==> src/rtl/dec_stage_pipe_if.sv <==
// Decode-stage port bundle: fetch handshake and instruction, WB write port,
// and the registered operand/control word presented to EX.
interface dec_stage_pipe_if #(
    parameter int unsigned DATA_W = 32,
    parameter int unsigned NREGS  = 32
);
    localparam int unsigned AW = $clog2(NREGS);

    logic              InValid;
    logic              InReady;
    logic [31:0]       Instruction;
    logic              Flush;
    logic              RegWriteIn;
    logic [AW-1:0]     RAddrIn;
    logic [DATA_W-1:0] RData;
    logic              OutValid;
    logic              OutReady;
    logic [DATA_W-1:0] RsData;
    logic [DATA_W-1:0] RtData;
    logic [AW-1:0]     RsAddr;
    logic [AW-1:0]     RtAddr;
    logic [AW-1:0]     RAddrOut;
    logic [DATA_W-1:0] ImmData;
    logic              RegDst;
    logic              Branch;
    logic              Jump;
    logic              MemRead;
    logic              MemtoReg;
    logic              MemWrite;
    logic              ALUSrc;
    logic              RegWriteOut;
    logic [5:0]        ALUfunc;
    logic [4:0]        Shamt;

    // Decode stage side
    modport slave (
        input  InValid, Instruction, Flush, RegWriteIn, RAddrIn, RData, OutReady,
        output InReady, OutValid, RsData, RtData, RsAddr, RtAddr, RAddrOut, ImmData,
               RegDst, Branch, Jump, MemRead, MemtoReg, MemWrite, ALUSrc, RegWriteOut,
               ALUfunc, Shamt
    );

    // Fetch / WB / EX side
    modport master (
        output InValid, Instruction, Flush, RegWriteIn, RAddrIn, RData, OutReady,
        input  InReady, OutValid, RsData, RtData, RsAddr, RtAddr, RAddrOut, ImmData,
               RegDst, Branch, Jump, MemRead, MemtoReg, MemWrite, ALUSrc, RegWriteOut,
               ALUfunc, Shamt
    );
endinterface

==> src/rtl/dec_stage_pipe.sv <==
// Registered decode stage: register file with write-through bypass, control decode,
// valid/ready output register with load-use bubble insertion and flush.
module dec_stage_pipe #(
    parameter int unsigned DATA_W = 32,
    parameter int unsigned NREGS  = 32
) (
    input  logic           Clock,
    input  logic           nReset,
    dec_stage_pipe_if.slave bus
);
    localparam int unsigned AW = $clog2(NREGS);

    localparam logic [5:0] OP_RTYPE = 6'h00;
    localparam logic [5:0] OP_ADDI  = 6'h08;
    localparam logic [5:0] OP_LUI   = 6'h0F;
    localparam logic [5:0] OP_LW    = 6'h23;
    localparam logic [5:0] OP_SW    = 6'h2B;
    localparam logic [5:0] OP_BEQ   = 6'h04;
    localparam logic [5:0] OP_J     = 6'h02;
    localparam logic [5:0] FN_ADD   = 6'h20;
    localparam logic [5:0] FN_SUB   = 6'h22;

    typedef struct packed {
        logic       reg_dst;
        logic       branch;
        logic       jump;
        logic       mem_read;
        logic       mem_to_reg;
        logic       mem_write;
        logic       alu_src;
        logic       reg_write;
        logic [5:0] alu_func;
    } ctrl_t;

    logic [DATA_W-1:0] rf_q [NREGS];
    logic [DATA_W-1:0] rf_d [NREGS];

    logic              out_valid_q, out_valid_d;
    ctrl_t             ctrl_q, ctrl_d;
    logic [DATA_W-1:0] rs_data_q, rs_data_d;
    logic [DATA_W-1:0] rt_data_q, rt_data_d;
    logic [DATA_W-1:0] imm_q, imm_d;
    logic [AW-1:0]     rs_addr_q, rs_addr_d;
    logic [AW-1:0]     rt_addr_q, rt_addr_d;
    logic [AW-1:0]     rd_q, rd_d;
    logic [4:0]        shamt_q, shamt_d;

    logic [5:0]        opcode_c;
    logic [AW-1:0]     rs_c, rt_c, rd_c;
    ctrl_t             dec_c;
    logic [DATA_W-1:0] imm_c;
    logic [DATA_W-1:0] rs_val_c, rt_val_c;
    logic              uses_rt_c, hazard_c, in_ready_c, accept_c;

    // Control word and immediate for the instruction currently presented by fetch
    always_comb begin : decode
        opcode_c = bus.Instruction[31:26];
        rs_c     = AW'(bus.Instruction[25:21]);
        rt_c     = AW'(bus.Instruction[20:16]);
        dec_c    = '0;
        case (opcode_c)
            OP_RTYPE: begin
                dec_c.reg_dst   = 1'b1;
                dec_c.reg_write = 1'b1;
                dec_c.alu_func  = bus.Instruction[5:0];
            end
            OP_ADDI, OP_LUI: begin
                dec_c.alu_src   = 1'b1;
                dec_c.reg_write = 1'b1;
                dec_c.alu_func  = FN_ADD;
            end
            OP_LW: begin
                dec_c.alu_src    = 1'b1;
                dec_c.mem_read   = 1'b1;
                dec_c.mem_to_reg = 1'b1;
                dec_c.reg_write  = 1'b1;
                dec_c.alu_func   = FN_ADD;
            end
            OP_SW: begin
                dec_c.alu_src   = 1'b1;
                dec_c.mem_write = 1'b1;
                dec_c.alu_func  = FN_ADD;
            end
            OP_BEQ: begin
                dec_c.branch   = 1'b1;
                dec_c.alu_func = FN_SUB;
            end
            OP_J: begin
                dec_c.jump = 1'b1;
            end
            default: ;
        endcase
        if (opcode_c == OP_LUI) begin
            imm_c = DATA_W'($signed({bus.Instruction[15:0], 16'h0000}));
        end else begin
            imm_c = DATA_W'($signed(bus.Instruction[15:0]));
        end
        rd_c = dec_c.reg_dst ? AW'(bus.Instruction[15:11]) : rt_c;
    end

    // Operand reads; a same-cycle WB write to the read address wins, r0 is always zero
    always_comb begin : rf_read
        rs_val_c = rf_q[rs_c];
        rt_val_c = rf_q[rt_c];
        if (bus.RegWriteIn && (bus.RAddrIn == rs_c)) rs_val_c = bus.RData;
        if (bus.RegWriteIn && (bus.RAddrIn == rt_c)) rt_val_c = bus.RData;
        if (rs_c == '0) rs_val_c = '0;
        if (rt_c == '0) rt_val_c = '0;
    end

    // Load in the output register whose result the incoming instruction consumes
    always_comb begin : load_use
        uses_rt_c  = (opcode_c == OP_RTYPE) || (opcode_c == OP_SW) || (opcode_c == OP_BEQ);
        hazard_c   = out_valid_q && ctrl_q.mem_read && (rd_q != '0) &&
                     ((rd_q == rs_c) || ((rd_q == rt_c) && uses_rt_c));
        in_ready_c = (!out_valid_q || bus.OutReady) && !hazard_c;
        accept_c   = bus.InValid && in_ready_c;
    end

    always_comb begin : rf_next
        rf_d = rf_q;
        if (bus.RegWriteIn && (bus.RAddrIn != '0)) rf_d[bus.RAddrIn] = bus.RData;
    end

    // Flush beats load; an empty or drained register without a new load becomes a NOP bubble
    always_comb begin : out_next
        out_valid_d = out_valid_q;
        ctrl_d      = ctrl_q;
        rs_data_d   = rs_data_q;
        rt_data_d   = rt_data_q;
        imm_d       = imm_q;
        rs_addr_d   = rs_addr_q;
        rt_addr_d   = rt_addr_q;
        rd_d        = rd_q;
        shamt_d     = shamt_q;
        if (bus.Flush) begin
            out_valid_d = 1'b0;
            ctrl_d      = '0;
        end else if (accept_c) begin
            out_valid_d = 1'b1;
            ctrl_d      = dec_c;
            rs_data_d   = rs_val_c;
            rt_data_d   = rt_val_c;
            imm_d       = imm_c;
            rs_addr_d   = rs_c;
            rt_addr_d   = rt_c;
            rd_d        = rd_c;
            shamt_d     = bus.Instruction[10:6];
        end else if (bus.OutReady || !out_valid_q) begin
            out_valid_d = 1'b0;
            ctrl_d      = '0;
        end
    end

    always_ff @(posedge Clock or negedge nReset) begin : out_regs
        if (!nReset) begin
            out_valid_q <= 1'b0;
            ctrl_q      <= '0;
            rs_data_q   <= '0;
            rt_data_q   <= '0;
            imm_q       <= '0;
            rs_addr_q   <= '0;
            rt_addr_q   <= '0;
            rd_q        <= '0;
            shamt_q     <= '0;
        end else begin
            out_valid_q <= out_valid_d;
            ctrl_q      <= ctrl_d;
            rs_data_q   <= rs_data_d;
            rt_data_q   <= rt_data_d;
            imm_q       <= imm_d;
            rs_addr_q   <= rs_addr_d;
            rt_addr_q   <= rt_addr_d;
            rd_q        <= rd_d;
            shamt_q     <= shamt_d;
        end
    end

    always_ff @(posedge Clock or negedge nReset) begin : rf_regs
        if (!nReset) begin
            rf_q <= '{default: '0};
        end else begin
            rf_q <= rf_d;
        end
    end

    assign bus.InReady     = in_ready_c;
    assign bus.OutValid    = out_valid_q;
    assign bus.RsData      = rs_data_q;
    assign bus.RtData      = rt_data_q;
    assign bus.RsAddr      = rs_addr_q;
    assign bus.RtAddr      = rt_addr_q;
    assign bus.RAddrOut    = rd_q;
    assign bus.ImmData     = imm_q;
    assign bus.RegDst      = ctrl_q.reg_dst;
    assign bus.Branch      = ctrl_q.branch;
    assign bus.Jump        = ctrl_q.jump;
    assign bus.MemRead     = ctrl_q.mem_read;
    assign bus.MemtoReg    = ctrl_q.mem_to_reg;
    assign bus.MemWrite    = ctrl_q.mem_write;
    assign bus.ALUSrc      = ctrl_q.alu_src;
    assign bus.RegWriteOut = ctrl_q.reg_write;
    assign bus.ALUfunc     = ctrl_q.alu_func;
    assign bus.Shamt       = shamt_q;

endmodule

==> src/flat_wrapper.sv <==
// flat-port wrapper written by rule: the top's interface ports become plain ports
module dec_stage_pipe_flat 
#(
    parameter int unsigned DATA_W = 32,
    parameter int unsigned NREGS  = 32
)
  (Clock, nReset, bus_InValid, bus_Instruction, bus_Flush, bus_RegWriteIn, bus_RAddrIn, bus_RData, bus_OutReady, bus_InReady, bus_OutValid, bus_RsData, bus_RtData, bus_RsAddr, bus_RtAddr, bus_RAddrOut, bus_ImmData, bus_RegDst, bus_Branch, bus_Jump, bus_MemRead, bus_MemtoReg, bus_MemWrite, bus_ALUSrc, bus_RegWriteOut, bus_ALUfunc, bus_Shamt);
  dec_stage_pipe_if #(.DATA_W(DATA_W), .NREGS(NREGS)) bus_i ();
  input  logic Clock;
  input  logic nReset;
  input wire logic [$bits(bus_i.InValid)-1:0] bus_InValid;
  input wire logic [$bits(bus_i.Instruction)-1:0] bus_Instruction;
  input wire logic [$bits(bus_i.Flush)-1:0] bus_Flush;
  input wire logic [$bits(bus_i.RegWriteIn)-1:0] bus_RegWriteIn;
  input wire logic [$bits(bus_i.RAddrIn)-1:0] bus_RAddrIn;
  input wire logic [$bits(bus_i.RData)-1:0] bus_RData;
  input wire logic [$bits(bus_i.OutReady)-1:0] bus_OutReady;
  output wire logic [$bits(bus_i.InReady)-1:0] bus_InReady;
  output wire logic [$bits(bus_i.OutValid)-1:0] bus_OutValid;
  output wire logic [$bits(bus_i.RsData)-1:0] bus_RsData;
  output wire logic [$bits(bus_i.RtData)-1:0] bus_RtData;
  output wire logic [$bits(bus_i.RsAddr)-1:0] bus_RsAddr;
  output wire logic [$bits(bus_i.RtAddr)-1:0] bus_RtAddr;
  output wire logic [$bits(bus_i.RAddrOut)-1:0] bus_RAddrOut;
  output wire logic [$bits(bus_i.ImmData)-1:0] bus_ImmData;
  output wire logic [$bits(bus_i.RegDst)-1:0] bus_RegDst;
  output wire logic [$bits(bus_i.Branch)-1:0] bus_Branch;
  output wire logic [$bits(bus_i.Jump)-1:0] bus_Jump;
  output wire logic [$bits(bus_i.MemRead)-1:0] bus_MemRead;
  output wire logic [$bits(bus_i.MemtoReg)-1:0] bus_MemtoReg;
  output wire logic [$bits(bus_i.MemWrite)-1:0] bus_MemWrite;
  output wire logic [$bits(bus_i.ALUSrc)-1:0] bus_ALUSrc;
  output wire logic [$bits(bus_i.RegWriteOut)-1:0] bus_RegWriteOut;
  output wire logic [$bits(bus_i.ALUfunc)-1:0] bus_ALUfunc;
  output wire logic [$bits(bus_i.Shamt)-1:0] bus_Shamt;
  assign bus_i.InValid = bus_InValid;
  assign bus_i.Instruction = bus_Instruction;
  assign bus_i.Flush = bus_Flush;
  assign bus_i.RegWriteIn = bus_RegWriteIn;
  assign bus_i.RAddrIn = bus_RAddrIn;
  assign bus_i.RData = bus_RData;
  assign bus_i.OutReady = bus_OutReady;
  assign bus_InReady = bus_i.InReady;
  assign bus_OutValid = bus_i.OutValid;
  assign bus_RsData = bus_i.RsData;
  assign bus_RtData = bus_i.RtData;
  assign bus_RsAddr = bus_i.RsAddr;
  assign bus_RtAddr = bus_i.RtAddr;
  assign bus_RAddrOut = bus_i.RAddrOut;
  assign bus_ImmData = bus_i.ImmData;
  assign bus_RegDst = bus_i.RegDst;
  assign bus_Branch = bus_i.Branch;
  assign bus_Jump = bus_i.Jump;
  assign bus_MemRead = bus_i.MemRead;
  assign bus_MemtoReg = bus_i.MemtoReg;
  assign bus_MemWrite = bus_i.MemWrite;
  assign bus_ALUSrc = bus_i.ALUSrc;
  assign bus_RegWriteOut = bus_i.RegWriteOut;
  assign bus_ALUfunc = bus_i.ALUfunc;
  assign bus_Shamt = bus_i.Shamt;
  dec_stage_pipe #(.DATA_W(DATA_W), .NREGS(NREGS)) u_core (.Clock(Clock), .nReset(nReset), .bus(bus_i));
endmodule
==> config.mk <==
export PLATFORM = sky130hd
export DESIGN_NAME = dec_stage_pipe_flat
export DESIGN_NICKNAME = d
export VERILOG_FILES = /design/src/rtl/dec_stage_pipe_if.sv /design/src/rtl/dec_stage_pipe.sv /design/src/flat_wrapper.sv
export SDC_FILE = /design/constraint.sdc
export NUM_CORES = 2
export LEC_CHECK = 0
export CAP_MARGIN = 25
export CORE_MARGIN = 2
export CORE_UTILIZATION = 67
export CTS_CLUSTER_DIAMETER = 80
export CTS_CLUSTER_SIZE = 30
export DETAILED_ROUTE_END_ITERATION = 8
export PLACE_DENSITY = 0.94
export SLEW_MARGIN = 10
export SYNTH_ARGS = -nofsm -noshare
export SYNTH_HDL_FRONTEND = slang
export SYNTH_SLANG_ARGS = --single-unit
==> constraint.sdc <==
create_clock -name Clock -period 4.4 [get_ports Clock]
set_input_delay 1.32 -clock Clock [delete_from_list [all_inputs] [get_ports Clock]]
set_output_delay 1.32 -clock Clock [all_outputs]
set_load 0.1 [all_outputs]
==> qor.txt <==
CELLS AND AREA
--------------------------------------------------------------------------------------------------
Fill count                                                                                    4694
Register cell area after layout                                                         0.0289 mm2
Layout area overhead                                                                         9.95%
Final layout net count                                                                        4054
Post-layout instance count excluding filler cells                                             5163
Fraction of layout cells with a size suffix above 1                                          44.8%
Footprint of the multi-input gates                                                      0.0281 mm2

SETUP PATH
--------------------------------------------------------------------------------------------------
Type of destination of the critical path                                                output pin
Slowest cell on crit path                                                                    or4_4
Combined buffer and inverter count along the critical path                                       2
Cells along the critical path                                                         dlygate4sd2_1, or3_4, a2bb2oi_4, or4_4, o21ai_4, nor2_4, buf_12
CP Class                                                                                 in -> out
Data arrival time of the critical path                                                     3000 ps
Crit path launch type                                                                 primary input
Critical path's top delay family                                                      simple AND/OR/NAND/NOR gates
Critical Path Max Stage Delay                                                               440 ps
Data required time of the critical path                                                    3080 ps
Maximum fanout along the worst path                                                              2

TIMING
--------------------------------------------------------------------------------------------------
Final Max Tran Viols                                                                             0
Unrepaired setup endpoints after global routing                                                 no
Transition time at the pin with the least slew margin                                      1130 ps
Final hold violations                                                                            0
Final setup vio count                                                                            0
Final Skew                                                                                 56.4 ps
Max-slew headroom at the worst pin                                                           24.5%
Period utilization                                                                           98.2%
Max Clk Rate                                                                             0.231 GHz
Crit path time final                                                                       4320 ps
Setup Total Neg Slack                                                                         0 ps

DIE
--------------------------------------------------------------------------------------------------
Number of standard-cell rows in the floorplan                                                  108
Die X                                                                                       300 um
Starting utilization of the core area                                                        67.6%
Area of the core                                                                        0.0868 mm2
I/O pin cnt                                                                                    207
Die Y                                                                                       300 um
Die footprint                                                                           0.0899 mm2

DRT
--------------------------------------------------------------------------------------------------
Detailed-route wire length                                                               186000 um
Detailed Route Iter0 Violations                                                               6649
Total number of vias                                                                         41584
Pre-Repair DR Iteration Count                                                                    6
Remaining routing DRC violations                                                                 0
Detail Route Antenna Nets                                                                        0
Vias per inst                                                                                 8.05
Wire length per cell after detailed routing                                                36.1 um

YOSYS
--------------------------------------------------------------------------------------------------
Post-Synth XOR/XNOR Area                                                                    0.299%
Area of the mapped netlist                                                              0.0586 mm2
Part of the Yosys area used for sequential elements                                          49.3%
Combinational family with the most area after synthesis                               multiplexers
Number of instances in the synthesized netlist                                                3969
Yosys warning total                                                                              0
Ys flop type                                                                               dfrtp_1
Simple-gate area share of the yosys netlist                                                  2.61%
Post-synthesis compound-gate area fraction                                                   5.80%
Top cells by count, synth                                                             dfrtp_1, mux2_2, mux4_2, clkbuf_1, mux2i_1
Avg Synthesized Cell Area                                                                 14.8 um2
Most frequent cell after synthesis                                                         dfrtp_1
Proportion of register bits with asynchronous set or reset after synthesis                    100%
Count of flip-flops with a built-in enable after synthesis                                       0
Synth top area share                                                                         49.3%
Number of distinct library cells after synthesis                                                57
Fraction of synthesized area in multiplexers                                                 38.9%
Largest cells by area after synthesis                                                 dfrtp_1, mux2_2, mux4_2
Area leader, netlist                                                                       dfrtp_1
Adder and majority gate portion of the synthesized area                                         0%
Mapped Nets                                                                                   4044
Number of register bits inferred by synthesis                                                 1154

GRT
--------------------------------------------------------------------------------------------------
Number of global-route vias before repair                                                    42524
Overall overflow remaining after global route                                                    0
Wire length of the first global-routing pass                                             274000 um
Pin count of the biggest net entering global routing                                           114
Total GRT Usage                                                                              41.4%
Antenna violations before repair                                                                 4

CTS
--------------------------------------------------------------------------------------------------
Level count of the clock H-tree                                                                  2
Clock latency on the worst-skew pair                                                        690 ps
Cell chosen for the clock root                                                           clkbuf_16
Clock buffer count from CTS                                                                     48
CTS tree                                                                                      done
Clock transition time at the flip-flop clock pins of the worst setup and hold paths         100 ps
Maximum clock path buffer count                                                                  3
Clk sink count                                                                                1154

PLACE
--------------------------------------------------------------------------------------------------
Cell Count Post-Placement                                                                     5061
Half-perimeter wire length after placement                                               108000 um
RD Place Congestion                                                                          0.876
IO buf count                                                                                   206

PWR
--------------------------------------------------------------------------------------------------
Reported leakage power                                                                     27.8 nW
Peak VDD IR                                                                                 334 uV
Power density relative to cell area                                                     431 mW/mm2

RUN
--------------------------------------------------------------------------------------------------
MaxCap Viol Count                                                                                0

RUN STATUS
--------------------------------------------------------------------------------------------------
Outcome                                                                               complete, no violations

HOLD PATH
--------------------------------------------------------------------------------------------------
Worst hold path type                                                                    reg -> reg

==> layout make-up <==
type / instances / area share [%]
Sequential cell: 1154 / 44.8
Multi-Input combinational cell: 2360 / 43.7
Timing Repair Buffer: 411 / 6.90
Tap cell: 1155 / 2.24
Clock buffer: 54 / 1.96
Clock inverter: 20 / 0.373
Inverter: 4 / 0.0233
Antenna cell: 5 / 0.0194
==> metrics by stage <==
stage	utilization, %	worst slack, ps	instance area [um2]	hold slack, ps	total power, mW
after floorplan	-	271	58600	441	19.4
after global placement	72.0	-150	62500	378	21.2
after detailed placement	72.1	-139	62600	383	21.8
after CTS	73.9	0.131	64100	408	27.4
after global routing	74.3	37.2	64400	414	28.5
final	74.3	79.8	64500	410	27.8
==> cells by family after synthesis <==
logic type | count (synthesis)
buffers and inverters | 455
AND/OR/NAND/NOR | 290
AO/OA/AOI/OAI | 462
multiplexers | 1588
XOR/XNOR | 20
flip-flops | 1154
==> placed cells by master, fill, tap and decap left out, types with 6 or more instances in the layout <==
| master | count |
|---|---|
| dfrtp_1 | 1154 |
| mux2_2 | 1000 |
| mux4_2 | 450 |
| clkdlybuf4s50_1 | 191 |
| mux2i_1 | 131 |
| buf_4 | 130 |
| o22ai_1 | 110 |
| a22oi_1 | 93 |
| a221o_1 | 64 |
| nand2_1 | 60 |
| clkbuf_16 | 49 |
| buf_12 | 49 |
| o21ai_0 | 45 |
| a22o_1 | 39 |
| nor2b_1 | 37 |
| nand3_1 | 37 |
| nor2_1 | 36 |
| a211oi_1 | 31 |
| a31oi_1 | 31 |
| buf_8 | 31 |
| or4_1 | 24 |
| a21oi_1 | 17 |
| nor2_4 | 16 |
| nand2_2 | 16 |
| xor2_1 | 11 |
| nor4_1 | 11 |
| xnor2_1 | 9 |
| o22a_1 | 9 |
| o221ai_1 | 9 |
| nand3b_1 | 7 |
| mux2_1 | 7 |
| inv_6 | 6 |
| dlygate4sd2_1 | 6 |
==> routing by layer <==
metal | track usage [%] | wire (um)
met1 | 53.0 | 61100
met2 | 60.6 | 82900
met3 | 15.0 | 27400
met4 | 26.1 | 14800
met5 | 0 | 34
==> power by group <==
part | total [mW] | switching [mW] | internal (mW) | leakage, nW
Sequential | 14.3 | 1.70 | 12.6 | 14.8
Combinational | 7.71 | 3.99 | 3.72 | 12.2
Clock | 5.78 | 3.52 | 2.27 | 0.742
Total | 27.8 | 9.20 | 18.6 | 27.8
==> sequential cells by signal, indices dropped and copies added (netlist names), 6 cells and up <==
name / flops
u_core.rf_q: 1024
u_core.bus.ImmData: 32
u_core.bus.RsData: 32
u_core.bus.RtData: 32
u_core.bus.ALUfunc: 6
==> path summary, 6_finish.rpt <==
check / end / cells after the start / from / slack [ps]
max reg2reg: u_core.bus.RtData[16] / 10 / u_core.bus.RAddrOut[0] / 1050
max in group asynchronous: u_core.rf_q[399] / 3 / nReset / 2600
min reg2reg: u_core.rf_q[1022] / 0 / u_core.rf_q[1022] / 410
min: u_core.rf_q[1022] / 0 / u_core.rf_q[1022] / 410
min in group asynchronous: u_core.bus.ImmData[2] / 1 / nReset / 610
max: bus_InReady / 7 / bus_Instruction[29] / 80
==> repair_timing <==
item                                    4_1_cts  5_1_grt
cloned                                        0        0
hold buffers                                  0        0
resized for setup                            13        0
endpoints found under the setup margin        1        1
buffers inserted                              1        1
pin swaps                                     7        2
Power figures use the tool's default switching activity.
